--- src/rtl/vred_logic_issue_pkg.sv ---
// Shared encodings and helpers for the logical-reduction issue sequencer.
package vred_logic_issue_pkg;

    localparam logic [1:0] OP_AND = 2'b01;
    localparam logic [1:0] OP_OR  = 2'b10;
    localparam logic [1:0] OP_XOR = 2'b11;

    typedef enum logic [1:0] {
        S_IDLE,
        S_VS1,
        S_STREAM,
        S_DRAIN
    } state_t;

    // AND reduces against all-ones; OR and XOR against zero.
    function automatic logic [63:0] vred_ident(input logic [1:0] op_sel);
        return (op_sel == OP_AND) ? '1 : '0;
    endfunction

    function automatic logic [3:0] vred_epb(input logic [1:0] sew);
        return 4'd8 >> sew;
    endfunction

endpackage

--- src/rtl/vred_logic_issue_if.sv ---
// Request, VRF read and reduction-pipeline beat signals of the issue sequencer.
interface vred_logic_issue_if #(
    parameter int DW   = 64,
    parameter int AW   = 32,
    parameter int VLW  = 11,
    parameter int OPW  = 2,
    parameter int SEWW = 2
);
    logic            req_valid;
    logic            req_ready;
    logic [OPW-1:0]  req_opSel;
    logic [SEWW-1:0] req_sew;
    logic [VLW-1:0]  req_vl;
    logic [AW-1:0]   req_vs2_addr;
    logic [AW-1:0]   req_vs1_addr;
    logic [AW-1:0]   req_vd_addr;
    logic            req_err;

    logic            rd_en;
    logic [AW-1:0]   rd_addr;
    logic [DW-1:0]   rd_data;

    logic [DW-1:0]   out_vec0;
    logic [DW-1:0]   out_vec1;
    logic            out_valid;
    logic            out_start;
    logic            out_end;
    logic [OPW-1:0]  out_opSel;
    logic [SEWW-1:0] out_sew;
    logic [AW-1:0]   out_addr;

    modport master (
        output req_valid, req_opSel, req_sew, req_vl, req_vs2_addr, req_vs1_addr, req_vd_addr,
        output rd_data,
        input  req_ready, req_err, rd_en, rd_addr,
        input  out_vec0, out_vec1, out_valid, out_start, out_end, out_opSel, out_sew, out_addr
    );

    modport slave (
        input  req_valid, req_opSel, req_sew, req_vl, req_vs2_addr, req_vs1_addr, req_vd_addr,
        input  rd_data,
        output req_ready, req_err, rd_en, rd_addr,
        output out_vec0, out_vec1, out_valid, out_start, out_end, out_opSel, out_sew, out_addr
    );
endinterface

--- src/rtl/vred_tail_mask.sv ---
// Forces element slots at or beyond the remaining element count to the identity value.
module vred_tail_mask
    import vred_logic_issue_pkg::*;
#(
    parameter int DW  = 64,
    parameter int VLW = 11
) (
    input  logic [DW-1:0]  data,
    input  logic [1:0]     sew,
    input  logic [1:0]     op_sel,
    input  logic [VLW-1:0] rem,
    output logic [DW-1:0]  masked
);
    logic [63:0] id_w;
    assign id_w = vred_ident(op_sel);

    // Each byte belongs to element (byte_index >> sew).
    for (genvar b = 0; b < DW / 8; b++) begin : g_byte
        localparam int unsigned BI = b;
        assign masked[b*8 +: 8] = ((VLW'(BI) >> sew) >= rem) ? id_w[b*8 +: 8] : data[b*8 +: 8];
    end
endmodule

--- src/rtl/vred_logic_issue.sv ---
// Issue sequencer: reads vs1[0] then vs2 from the VRF and streams tail-masked beats gap-free.
module vred_logic_issue
    import vred_logic_issue_pkg::*;
#(
    parameter int REQ_DATA_WIDTH = 64,
    parameter int REQ_ADDR_WIDTH = 32,
    parameter int VL_WIDTH       = 11,
    parameter int OPSEL_WIDTH    = 2,
    parameter int SEW_WIDTH      = 2,
    parameter bit ENABLE_64_BIT  = 1'b1
) (
    input logic            clk,
    input logic            rst,
    vred_logic_issue_if.slave bus
);
    state_t                    state;
    logic [VL_WIDTH-1:0]       k;
    logic [OPSEL_WIDTH-1:0]    op_q;
    logic [SEW_WIDTH-1:0]      sew_q;
    logic [VL_WIDTH-1:0]       vl_q;
    logic [REQ_ADDR_WIDTH-1:0] vs1_q, vs2_q, vd_q;
    logic                      err_q;

    // Read-data alignment stage: describes what rd_data holds this cycle.
    logic                      d_vs1, d_beat, d_last;
    logic [VL_WIDTH-1:0]       d_k;
    logic [REQ_DATA_WIDTH-1:0] vec1_q;

    logic                      o_valid, o_start, o_end;
    logic [REQ_DATA_WIDTH-1:0] o_vec0, o_vec1;
    logic [OPSEL_WIDTH-1:0]    o_op;
    logic [SEW_WIDTH-1:0]      o_sew;
    logic [REQ_ADDR_WIDTH-1:0] o_addr;

    logic                      reject, last;
    logic [1:0]                shamt;
    logic [VL_WIDTH:0]         n_beats;
    logic [VL_WIDTH+2:0]       base;
    logic [VL_WIDTH-1:0]       rem0;
    logic [REQ_DATA_WIDTH-1:0] vec0_m, vec1_m;

    assign reject = (bus.req_opSel == '0) || (bus.req_vl == '0) ||
                    (!ENABLE_64_BIT && bus.req_sew == SEW_WIDTH'(3));

    // N = ceil(vl / EPB) with EPB = 8 >> sew, so divide is a right shift by 3 - sew.
    assign shamt   = 2'd3 - sew_q;
    assign n_beats = ({1'b0, vl_q} + (VL_WIDTH+1)'(vred_epb(sew_q)) - (VL_WIDTH+1)'(1)) >> shamt;
    assign last    = ({1'b0, k} == n_beats - (VL_WIDTH+1)'(1));

    assign base = {3'b000, d_k} << shamt;
    assign rem0 = (base >= {3'b000, vl_q}) ? '0 : VL_WIDTH'({3'b000, vl_q} - base);

    vred_tail_mask #(.DW(REQ_DATA_WIDTH), .VLW(VL_WIDTH)) u_mask_vec0 (
        .data   (bus.rd_data),
        .sew    (sew_q),
        .op_sel (op_q),
        .rem    (rem0),
        .masked (vec0_m)
    );

    vred_tail_mask #(.DW(REQ_DATA_WIDTH), .VLW(VL_WIDTH)) u_mask_vec1 (
        .data   (bus.rd_data),
        .sew    (sew_q),
        .op_sel (op_q),
        .rem    (VL_WIDTH'(1)),
        .masked (vec1_m)
    );

    always_ff @(posedge clk) begin
        if (rst) begin
            state   <= S_IDLE;
            k       <= '0;
            op_q    <= '0;
            sew_q   <= '0;
            vl_q    <= '0;
            vs1_q   <= '0;
            vs2_q   <= '0;
            vd_q    <= '0;
            err_q   <= 1'b0;
            d_vs1   <= 1'b0;
            d_beat  <= 1'b0;
            d_last  <= 1'b0;
            d_k     <= '0;
            vec1_q  <= '0;
            o_valid <= 1'b0;
            o_start <= 1'b0;
            o_end   <= 1'b0;
            o_vec0  <= '0;
            o_vec1  <= '0;
            o_op    <= '0;
            o_sew   <= '0;
            o_addr  <= '0;
        end else begin
            err_q <= 1'b0;
            case (state)
                S_IDLE: begin
                    if (bus.req_valid) begin
                        if (reject) begin
                            err_q <= 1'b1;
                        end else begin
                            op_q  <= bus.req_opSel;
                            sew_q <= bus.req_sew;
                            vl_q  <= bus.req_vl;
                            vs1_q <= bus.req_vs1_addr;
                            vs2_q <= bus.req_vs2_addr;
                            vd_q  <= bus.req_vd_addr;
                            state <= S_VS1;
                        end
                    end
                end
                S_VS1: begin
                    k     <= '0;
                    state <= S_STREAM;
                end
                S_STREAM: begin
                    if (last) begin
                        k     <= '0;
                        state <= S_DRAIN;
                    end else begin
                        k <= k + VL_WIDTH'(1);
                    end
                end
                S_DRAIN: state <= S_IDLE;
                default: state <= S_IDLE;
            endcase

            d_vs1  <= (state == S_VS1);
            d_beat <= (state == S_STREAM);
            d_k    <= k;
            d_last <= last;
            if (d_vs1) vec1_q <= vec1_m;

            o_valid <= d_beat;
            o_start <= d_beat && (d_k == '0);
            o_end   <= d_beat && d_last;
            o_vec0  <= d_beat ? vec0_m : '0;
            o_vec1  <= d_beat ? vec1_q : '0;
            o_op    <= d_beat ? op_q : '0;
            o_sew   <= d_beat ? sew_q : '0;
            o_addr  <= d_beat ? vd_q : '0;
        end
    end

    // Outputs are forced low while rst is held, even in its first cycle.
    assign bus.req_ready = !rst && (state == S_IDLE);
    assign bus.req_err   = !rst && err_q;
    assign bus.rd_en     = !rst && (state == S_VS1 || state == S_STREAM);
    assign bus.rd_addr   = rst                 ? '0 :
                           (state == S_VS1)    ? vs1_q :
                           (state == S_STREAM) ? vs2_q + REQ_ADDR_WIDTH'(k) : '0;
    assign bus.out_valid = !rst && o_valid;
    assign bus.out_start = !rst && o_start;
    assign bus.out_end   = !rst && o_end;
    assign bus.out_vec0  = rst ? '0 : o_vec0;
    assign bus.out_vec1  = rst ? '0 : o_vec1;
    assign bus.out_opSel = rst ? '0 : o_op;
    assign bus.out_sew   = rst ? '0 : o_sew;
    assign bus.out_addr  = rst ? '0 : o_addr;
endmodule
--- src/flat_wrapper.sv ---
// flat-port wrapper written by rule: the top's interface ports become plain ports
module vred_logic_issue_flat import vred_logic_issue_pkg::*;
#(
    parameter int REQ_DATA_WIDTH = 64,
    parameter int REQ_ADDR_WIDTH = 32,
    parameter int VL_WIDTH       = 11,
    parameter int OPSEL_WIDTH    = 2,
    parameter int SEW_WIDTH      = 2,
    parameter bit ENABLE_64_BIT  = 1'b1
)
  (clk, rst, bus_req_valid, bus_req_opSel, bus_req_sew, bus_req_vl, bus_req_vs2_addr, bus_req_vs1_addr, bus_req_vd_addr, bus_rd_data, bus_req_ready, bus_req_err, bus_rd_en, bus_rd_addr, bus_out_vec0, bus_out_vec1, bus_out_valid, bus_out_start, bus_out_end, bus_out_opSel, bus_out_sew, bus_out_addr);
  vred_logic_issue_if bus_i ();
  input logic clk;
  input logic rst;
  input wire logic [$bits(bus_i.req_valid)-1:0] bus_req_valid;
  input wire logic [$bits(bus_i.req_opSel)-1:0] bus_req_opSel;
  input wire logic [$bits(bus_i.req_sew)-1:0] bus_req_sew;
  input wire logic [$bits(bus_i.req_vl)-1:0] bus_req_vl;
  input wire logic [$bits(bus_i.req_vs2_addr)-1:0] bus_req_vs2_addr;
  input wire logic [$bits(bus_i.req_vs1_addr)-1:0] bus_req_vs1_addr;
  input wire logic [$bits(bus_i.req_vd_addr)-1:0] bus_req_vd_addr;
  input wire logic [$bits(bus_i.rd_data)-1:0] bus_rd_data;
  output wire logic [$bits(bus_i.req_ready)-1:0] bus_req_ready;
  output wire logic [$bits(bus_i.req_err)-1:0] bus_req_err;
  output wire logic [$bits(bus_i.rd_en)-1:0] bus_rd_en;
  output wire logic [$bits(bus_i.rd_addr)-1:0] bus_rd_addr;
  output wire logic [$bits(bus_i.out_vec0)-1:0] bus_out_vec0;
  output wire logic [$bits(bus_i.out_vec1)-1:0] bus_out_vec1;
  output wire logic [$bits(bus_i.out_valid)-1:0] bus_out_valid;
  output wire logic [$bits(bus_i.out_start)-1:0] bus_out_start;
  output wire logic [$bits(bus_i.out_end)-1:0] bus_out_end;
  output wire logic [$bits(bus_i.out_opSel)-1:0] bus_out_opSel;
  output wire logic [$bits(bus_i.out_sew)-1:0] bus_out_sew;
  output wire logic [$bits(bus_i.out_addr)-1:0] bus_out_addr;
  assign bus_i.req_valid = bus_req_valid;
  assign bus_i.req_opSel = bus_req_opSel;
  assign bus_i.req_sew = bus_req_sew;
  assign bus_i.req_vl = bus_req_vl;
  assign bus_i.req_vs2_addr = bus_req_vs2_addr;
  assign bus_i.req_vs1_addr = bus_req_vs1_addr;
  assign bus_i.req_vd_addr = bus_req_vd_addr;
  assign bus_i.rd_data = bus_rd_data;
  assign bus_req_ready = bus_i.req_ready;
  assign bus_req_err = bus_i.req_err;
  assign bus_rd_en = bus_i.rd_en;
  assign bus_rd_addr = bus_i.rd_addr;
  assign bus_out_vec0 = bus_i.out_vec0;
  assign bus_out_vec1 = bus_i.out_vec1;
  assign bus_out_valid = bus_i.out_valid;
  assign bus_out_start = bus_i.out_start;
  assign bus_out_end = bus_i.out_end;
  assign bus_out_opSel = bus_i.out_opSel;
  assign bus_out_sew = bus_i.out_sew;
  assign bus_out_addr = bus_i.out_addr;
  vred_logic_issue #(.REQ_DATA_WIDTH(REQ_DATA_WIDTH), .REQ_ADDR_WIDTH(REQ_ADDR_WIDTH), .VL_WIDTH(VL_WIDTH), .OPSEL_WIDTH(OPSEL_WIDTH), .SEW_WIDTH(SEW_WIDTH), .ENABLE_64_BIT(ENABLE_64_BIT)) u_core (.clk(clk), .rst(rst), .bus(bus_i));
endmodule
--- config.mk ---
export PLATFORM = sky130hd
export DESIGN_NAME = vred_logic_issue_flat
export DESIGN_NICKNAME = d
export VERILOG_FILES = /design/src/rtl/vred_logic_issue_pkg.sv /design/src/rtl/vred_logic_issue_if.sv /design/src/rtl/vred_tail_mask.sv /design/src/rtl/vred_logic_issue.sv /design/src/flat_wrapper.sv
export SDC_FILE = /design/constraint.sdc
export NUM_CORES = 1
export LEC_CHECK = 0
export CAP_MARGIN = 25
export CORE_MARGIN = 1
export CORE_UTILIZATION = 52
export CTS_CLUSTER_SIZE = 16
export DETAILED_ROUTE_END_ITERATION = 10
export HOLD_SLACK_MARGIN = 0.15
export PLACE_DENSITY = 0.82
export SLEW_MARGIN = 40
export SYNTH_ARGS = -nofsm -noshare
export SYNTH_HDL_FRONTEND = slang
export SYNTH_SLANG_ARGS = --single-unit
--- constraint.sdc ---
create_clock -name clk -period 14.81 [get_ports clk]
set_clock_uncertainty 0.05 [all_clocks]
set_input_delay 2.962 -clock clk [delete_from_list [all_inputs] [get_ports clk]]
set_output_delay 2.962 -clock clk [all_outputs]
set_load 0.02 [all_outputs]
==> reports/results.ini, run 1 <==
[logic_synthesis]
synth_cells = 2081
netlist_area_um2 = 17300
async_reset_ff_share_pct = 0
ys_seq_area_share_pct = 42.7
synthFlopType = dfxtp_1
ys_ff_latch = 370
synth_edf_count = 0
syn_area_per_cell_um2 = 8.33
yosysWarnings = 0
syn-num-nets = 2329
ys_types = 82

[worst_setup_path]
slowest_stage = buf_4
crit_fanout = 130
max_stage_delay_ns = 0.65
required_ns = 11.80
reg2regPathDepth = 21
cp_cell_sequence = buf_8 > buf_6 > buf_4 > nor2b_1 > clkdlybuf4s50_1
reg2reg_from = u_core.sew_q[1]
regToRegSetupSlack_ns = 8.18
end_kind = output pin
cp-start-kind = input pin
cp.arrival_ns = 5.51
r2r_end = u_core.k[8]
critPathKind = input pin to output pin

[timing]
worst_slack_ns = 6.29
setup_viol = 0
final.setup.tns_ns = 0
fmax_mhz = 117
period_share_pct = 57.6
timing.slew.headroom_pct = 44.2
post-route-min-period_ns = 8.52
rsz0062_at_grt = no
tightest_slew_ns = 0.837
maxSlewViolCount = 0
hold_violations = 0

[global_routing]
grtUsageTotal_pct = 27.8
grt_pass1_vias = 14800
antenna_found_initial = 3
overflow = 0
grt_max_degree = 131
grt_pass1_wl_mm = 76.2

[floorplan]
core-area_um2 = 32700
fp.dieH_um = 185
initial_core_util_pct = 53.0
io-pin-count = 380
fp.dieW_um = 185
num_rows = 66
die-area_um2 = 34100

[worst_hold_path]
min_path_type = flip-flop to flip-flop
min_from = u_core.d_last
worstHoldPathCells = 1
min_to = u_core.o_end

[placed_design]
dpl_worst_slack_ns = 6.00
hpwl_mm = 34.3
numPortBuffers = 379
place_congestion = 0.908
dp_cells = 2785

[cts]
ctsResizeCount = 0
cts_tree = yes
clkTransAtPathRegs_ns = 0.06
cts_buffers = 39
htreeDepth = 2
clock_latency_ns = 0.53
cts.sinks = 370
cts_setup_buffers = 0
ctsLongestPathBuffers = 3
cts_hold_buf = 0
clock-root-buffer = clkbuf_16

[routing]
routedWlPerCell_um = 16.9
drt_wl_total_mm = 48.5
drt-initial-drc-count = 1154
firstDrtPassIters = 5
ant_nets = 0
vias = 15500
via_per_inst = 5.43
drc = 0

[power]
pwr-share-seq_pct = 36.8
comb_power_share_pct = 32.3
switchingPower_mw = 1.08
p_int_mw = 2.05
switching_share_pct = 34.4
p_leak_nw = 8.84
power_density_nw_per_um2 = 138
ir_worst_vdd_mv = 0.0917
power_mw = 3.13
power_frac_clock_pct = 30.8

[cells_and_area]
register_area_um2 = 7410
instances_no_fill = 2860
n_fill_cell = 2561
areaGrowthSynthToFinish_pct = 30.8
multi_input_area_um2 = 9210
drive_gt1_share_pct = 5.38
layout.nets = 2632

[outcome]
status = finished, final reports clean

[job]
cap_violations = 0

## cell type report
cell class,count,area share (%)
Antenna cell,3,0.0331
Clock buffer,56,5.12
Clock inverter,16,0.612
Inverter,73,1.21
Multi-Input combinational cell,1507,40.6
Sequential cell,370,32.7
Tap cell,442,2.44
Timing Repair Buffer,393,17.3
## metrics by stage
step	hold slack [ns]	cell area (um^2)	util (%)
after floorplan	0.356	17300	-
after global placement	0.378	21300	65.1
after detailed placement	0.381	21300	65.3
after CTS	0.397	22600	69.3
after global routing	0.409	22700	69.3
final	0.390	22700	69.3
## power by group through the flow
stage | combinational, mW | clock [mW] | sequential, mW
6_report | 1.01 | 0.966 | 1.15
5_1_grt | 1.11 | 1.02 | 1.16
4_1_cts | 1.00 | 0.983 | 1.15
3_5_place_dp | 0.992 | 0 | 1.17
3_3_place_gp | 0.958 | 0 | 1.17
2_1_floorplan | 0.744 | 0 | 1.15
## worst max path at each step
stage	to	slack (ns)	start
6_report	bus_out_vec0[41]	6.29	rst
5_1_grt	bus_out_vec0[40]	6.07	rst
4_1_cts	bus_out_vec0[41]	5.99	rst
3_5_place_dp	bus_out_vec0[41]	6.00	rst
3_3_place_gp	bus_out_vec1[37]	6.14	rst
2_1_floorplan	bus_rd_addr[21]	7.54	rst
## cell usage in the layout (no fill, tap or decap), types with 40 or more instances in the layout
cell type and n:
a21o_1 57, a21oi_1 157, a311oi_1 40, and2_1 104, clkdlybuf4s50_1 378, dfxtp_1 369, ha_1 67, inv_1 71
mux2i_1 43, nand2_1 352, nor2_1 142, nor2b_1 184, o21ai_0 59
## registers in the layout (all words and copies together), names as in the netlist, 32 cells and up
signal         cells
u_core.vd_q       32
u_core.o_addr     32
u_core.o_vec0     64
u_core.o_vec1     64
u_core.vs2_q      32
u_core.vs1_q      32
u_core.vec1_q     64
## kinds of logic after synthesis
family	share of synthesized area, %
xor gates and xnor gates	2.66
buffers and inverters	4.50
muxes	3.22
and+or+nand+nor	25.3
adders and majority gates	5.18
AOI/OAI and AO/OA	16.4
DFF	42.7
## per-layer routing
| layer | vias to the layer above | part of all wire (%) | global-route usage [%] |
|---|---|---|---|
| met3 | 107 | 7.9 | 6.30 |
| li1 | 7606 | - | - |
| met4 | 0 | 3.1 | 10.1 |
| met1 | 7231 | 40 | 33.3 |
| met5 | - | 0 | 0 |
| met2 | 580 | 49 | 48.5 |
## worst max-delay path: cells and delay by family
kind	cells	cell delay, ns
buf+inv	4	2.31
simple gates	1	0.12
## cell usage after synthesis (4+ instances only)
cell type | n | area [um^2]
a21o_1 | 57 | 428
a22o_1 | 4 | 35.0
nor2b_1 | 185 | 1160
xor2_1 | 10 | 87.6
a311oi_1 | 40 | 350
nor3b_1 | 4 | 30.0
o21bai_1 | 7 | 52.6
nand2_1 | 353 | 1330
a21oi_1 | 158 | 791
mux2_2 | 7 | 78.8
nor2_1 | 142 | 533
a31oi_1 | 11 | 68.8
a41oi_1 | 5 | 43.8
o21a_1 | 8 | 60.1
nor3_1 | 27 | 135
o22ai_1 | 4 | 25.0
o32ai_1 | 4 | 35.0
nand2b_1 | 12 | 75.1
or3_1 | 5 | 31.3
ha_1 | 67 | 838
inv_1 | 72 | 270
o21ai_0 | 59 | 295
nand3_1 | 24 | 120
clkbuf_1 | 122 | 458
dfxtp_1 | 370 | 7410
or2_2 | 6 | 37.5
and2_1 | 104 | 651
and3_1 | 7 | 43.8
nand4_1 | 9 | 56.3
o211ai_1 | 7 | 52.6
buf_1 | 5 | 18.8
nor4_1 | 12 | 75.1
mux2i_1 | 43 | 430
xnor2_1 | 39 | 342
a22oi_1 | 5 | 37.5
a211oi_1 | 20 | 150
No activity file was read; power rests on OpenSTA's default activity.
==> run 2: changes to the inputs <==
CORE_UTILIZATION = 51   (was 52)
PLACE_DENSITY = 0.8   (was 0.82)
clock period = 8 ns   (was 14.81 ns; I/O delays follow)
==> reports/results.ini, run 2 (synthesis results as in run 1) <==
[routing]
ant_nets = 0
drt_wl_total_mm = 49.2
drc = 0
via_per_inst = 5.42
vias = 15500
drt-initial-drc-count = 979
firstDrtPassIters = 5
routedWlPerCell_um = 17.2

[placed_design]
numPortBuffers = 379
hpwl_mm = 34.7
place_congestion = 0.970
dpl_cell_area_um2 = 21400

[worst_setup_path]
reg2regPathDepth = 21
end_kind = output pin
critPathKind = flip-flop to output pin
cp.arrival_ns = 4.44
cp-start-kind = flip-flop
required_ns = 6.35
crit_fanout = 9

[global_routing]
antenna_found_initial = 2
overflow = 0
grt_pass1_wl_mm = 78.5
grtUsageTotal_pct = 27.6
grt_pass1_vias = 14800
grt_max_degree = 207

[floorplan]
initial_core_util_pct = 51.7
io-pin-count = 380
fp.dieW_um = 186
core-area_um2 = 33500
die-area_um2 = 34700
fp.dieH_um = 186
num_rows = 67

[timing]
maxSlewViolCount = 0
fmax_mhz = 164
setup_viol = 0
rsz0062_at_grt = no
post-route-min-period_ns = 6.09
tightest_slew_ns = 0.811
timing.slew.headroom_pct = 45.9
final.setup.tns_ns = 0
period_share_pct = 76.1
hold_violations = 0

[cts]
ctsLongestPathBuffers = 3
cts_hold_buf = 0
cts_tree = yes
clock_latency_ns = 0.54
clock-root-buffer = clkbuf_16
cts.sinks = 370
clkTransAtPathRegs_ns = 0.06
ctsResizeCount = 0
cts_setup_buffers = 0
htreeDepth = 2
cts_buffers = 39

[cells_and_area]
final_common_cell = clkdlybuf4s50_1
drive_gt1_share_pct = 5.34
top_regs = u_core.o_vec0 x64, u_core.o_vec1 x64, u_core.vec1_q x64
final_cell_mix = clkdlybuf4s50_1, dfxtp_1, nand2_1
areaGrowthSynthToFinish_pct = 31.4
layout.nets = 2636
fin_area_um2 = 22800

[power]
power_density_nw_per_um2 = 259
power_frac_clock_pct = 31.4
ir_worst_vdd_mv = 0.200
pwr-share-seq_pct = 36.1
comb_power_share_pct = 32.5
p_leak_nw = 8.89
p_int_mw = 3.90
switchingPower_mw = 2.00
switching_share_pct = 33.9

[worst_hold_path]
worstHoldPathCells = 1
min_path_type = flip-flop to flip-flop

[job]
cap_violations = 0

[outcome]
status = finished, final reports clean

-- run 2: power groups by stage --
stage	sequential, mW	clock (mW)	combinational, mW
final	2.13	1.85	1.92
after global routing	2.15	1.96	2.12
after CTS	2.13	1.89	1.90
after detailed placement	2.17	0	1.89
after global placement	2.16	0	1.84
after floorplan	2.13	0	1.38
-- run 2: worst max-delay path, stage by stage (launching register included) --
cell and delay (ns):
dfxtp_1 0.38, ha_1 0.24, fa_1 0.40, a21o_1 0.19, a21oi_1 0.23, o21bai_1 0.09
a21oi_1 0.22, o21bai_1 0.10, a21oi_1 0.23, o21bai_1 0.13, a41oi_2 0.55, nor3_1 0.16
xnor2_1 0.15, o21ai_0 0.19, clkdlybuf4s50_1 0.64
-- run 2: worst paths after layout --
check / startpoint / end / slack (ns)
max: u_core.k[0] / bus_rd_addr[24] / 1.91
max reg2reg: u_core.sew_q[0] / u_core.k[8] / 2.11
min reg2reg: u_core.d_last / u_core.o_end / 0.39
min: u_core.d_last / u_core.o_end / 0.39
-- run 2: area by class of cell --
type | count | area, um^2
inverter | 73 | 274
sequential | 370 | 7410
fill | 2656 | 10800
clock inverter | 11 | 174
clock buffer | 57 | 1160
tap | 448 | 561
antenna | 1 | 2.50
timing repair buffer | 397 | 3980
multi-input combinational | 1507 | 9220
-- run 2: metrics by stage --
stage / power [mW] / setup WS, ns / cells / hold slack, ns / util, %
after global placement: 4.00 / 2.26 / 2792 / 0.377 / 63.6
after detailed placement: 4.06 / 2.16 / 2794 / 0.380 / 63.8
after floorplan: 3.51 / 2.74 / 2081 / 0.356 / -
final: 5.90 / 1.91 / 2864 / 0.388 / 67.9
after CTS: 5.92 / 1.90 / 2862 / 0.389 / 67.8
after global routing: 6.23 / 1.63 / 2864 / 0.410 / 67.9
-- run 2: layer usage --
layer | routed length (um) | GRT usage [%]
met5 | 13 | 0
met4 | 2100 | 12.0
met3 | 3420 | 6.23
met2 | 23300 | 46.9
met1 | 20300 | 33.5
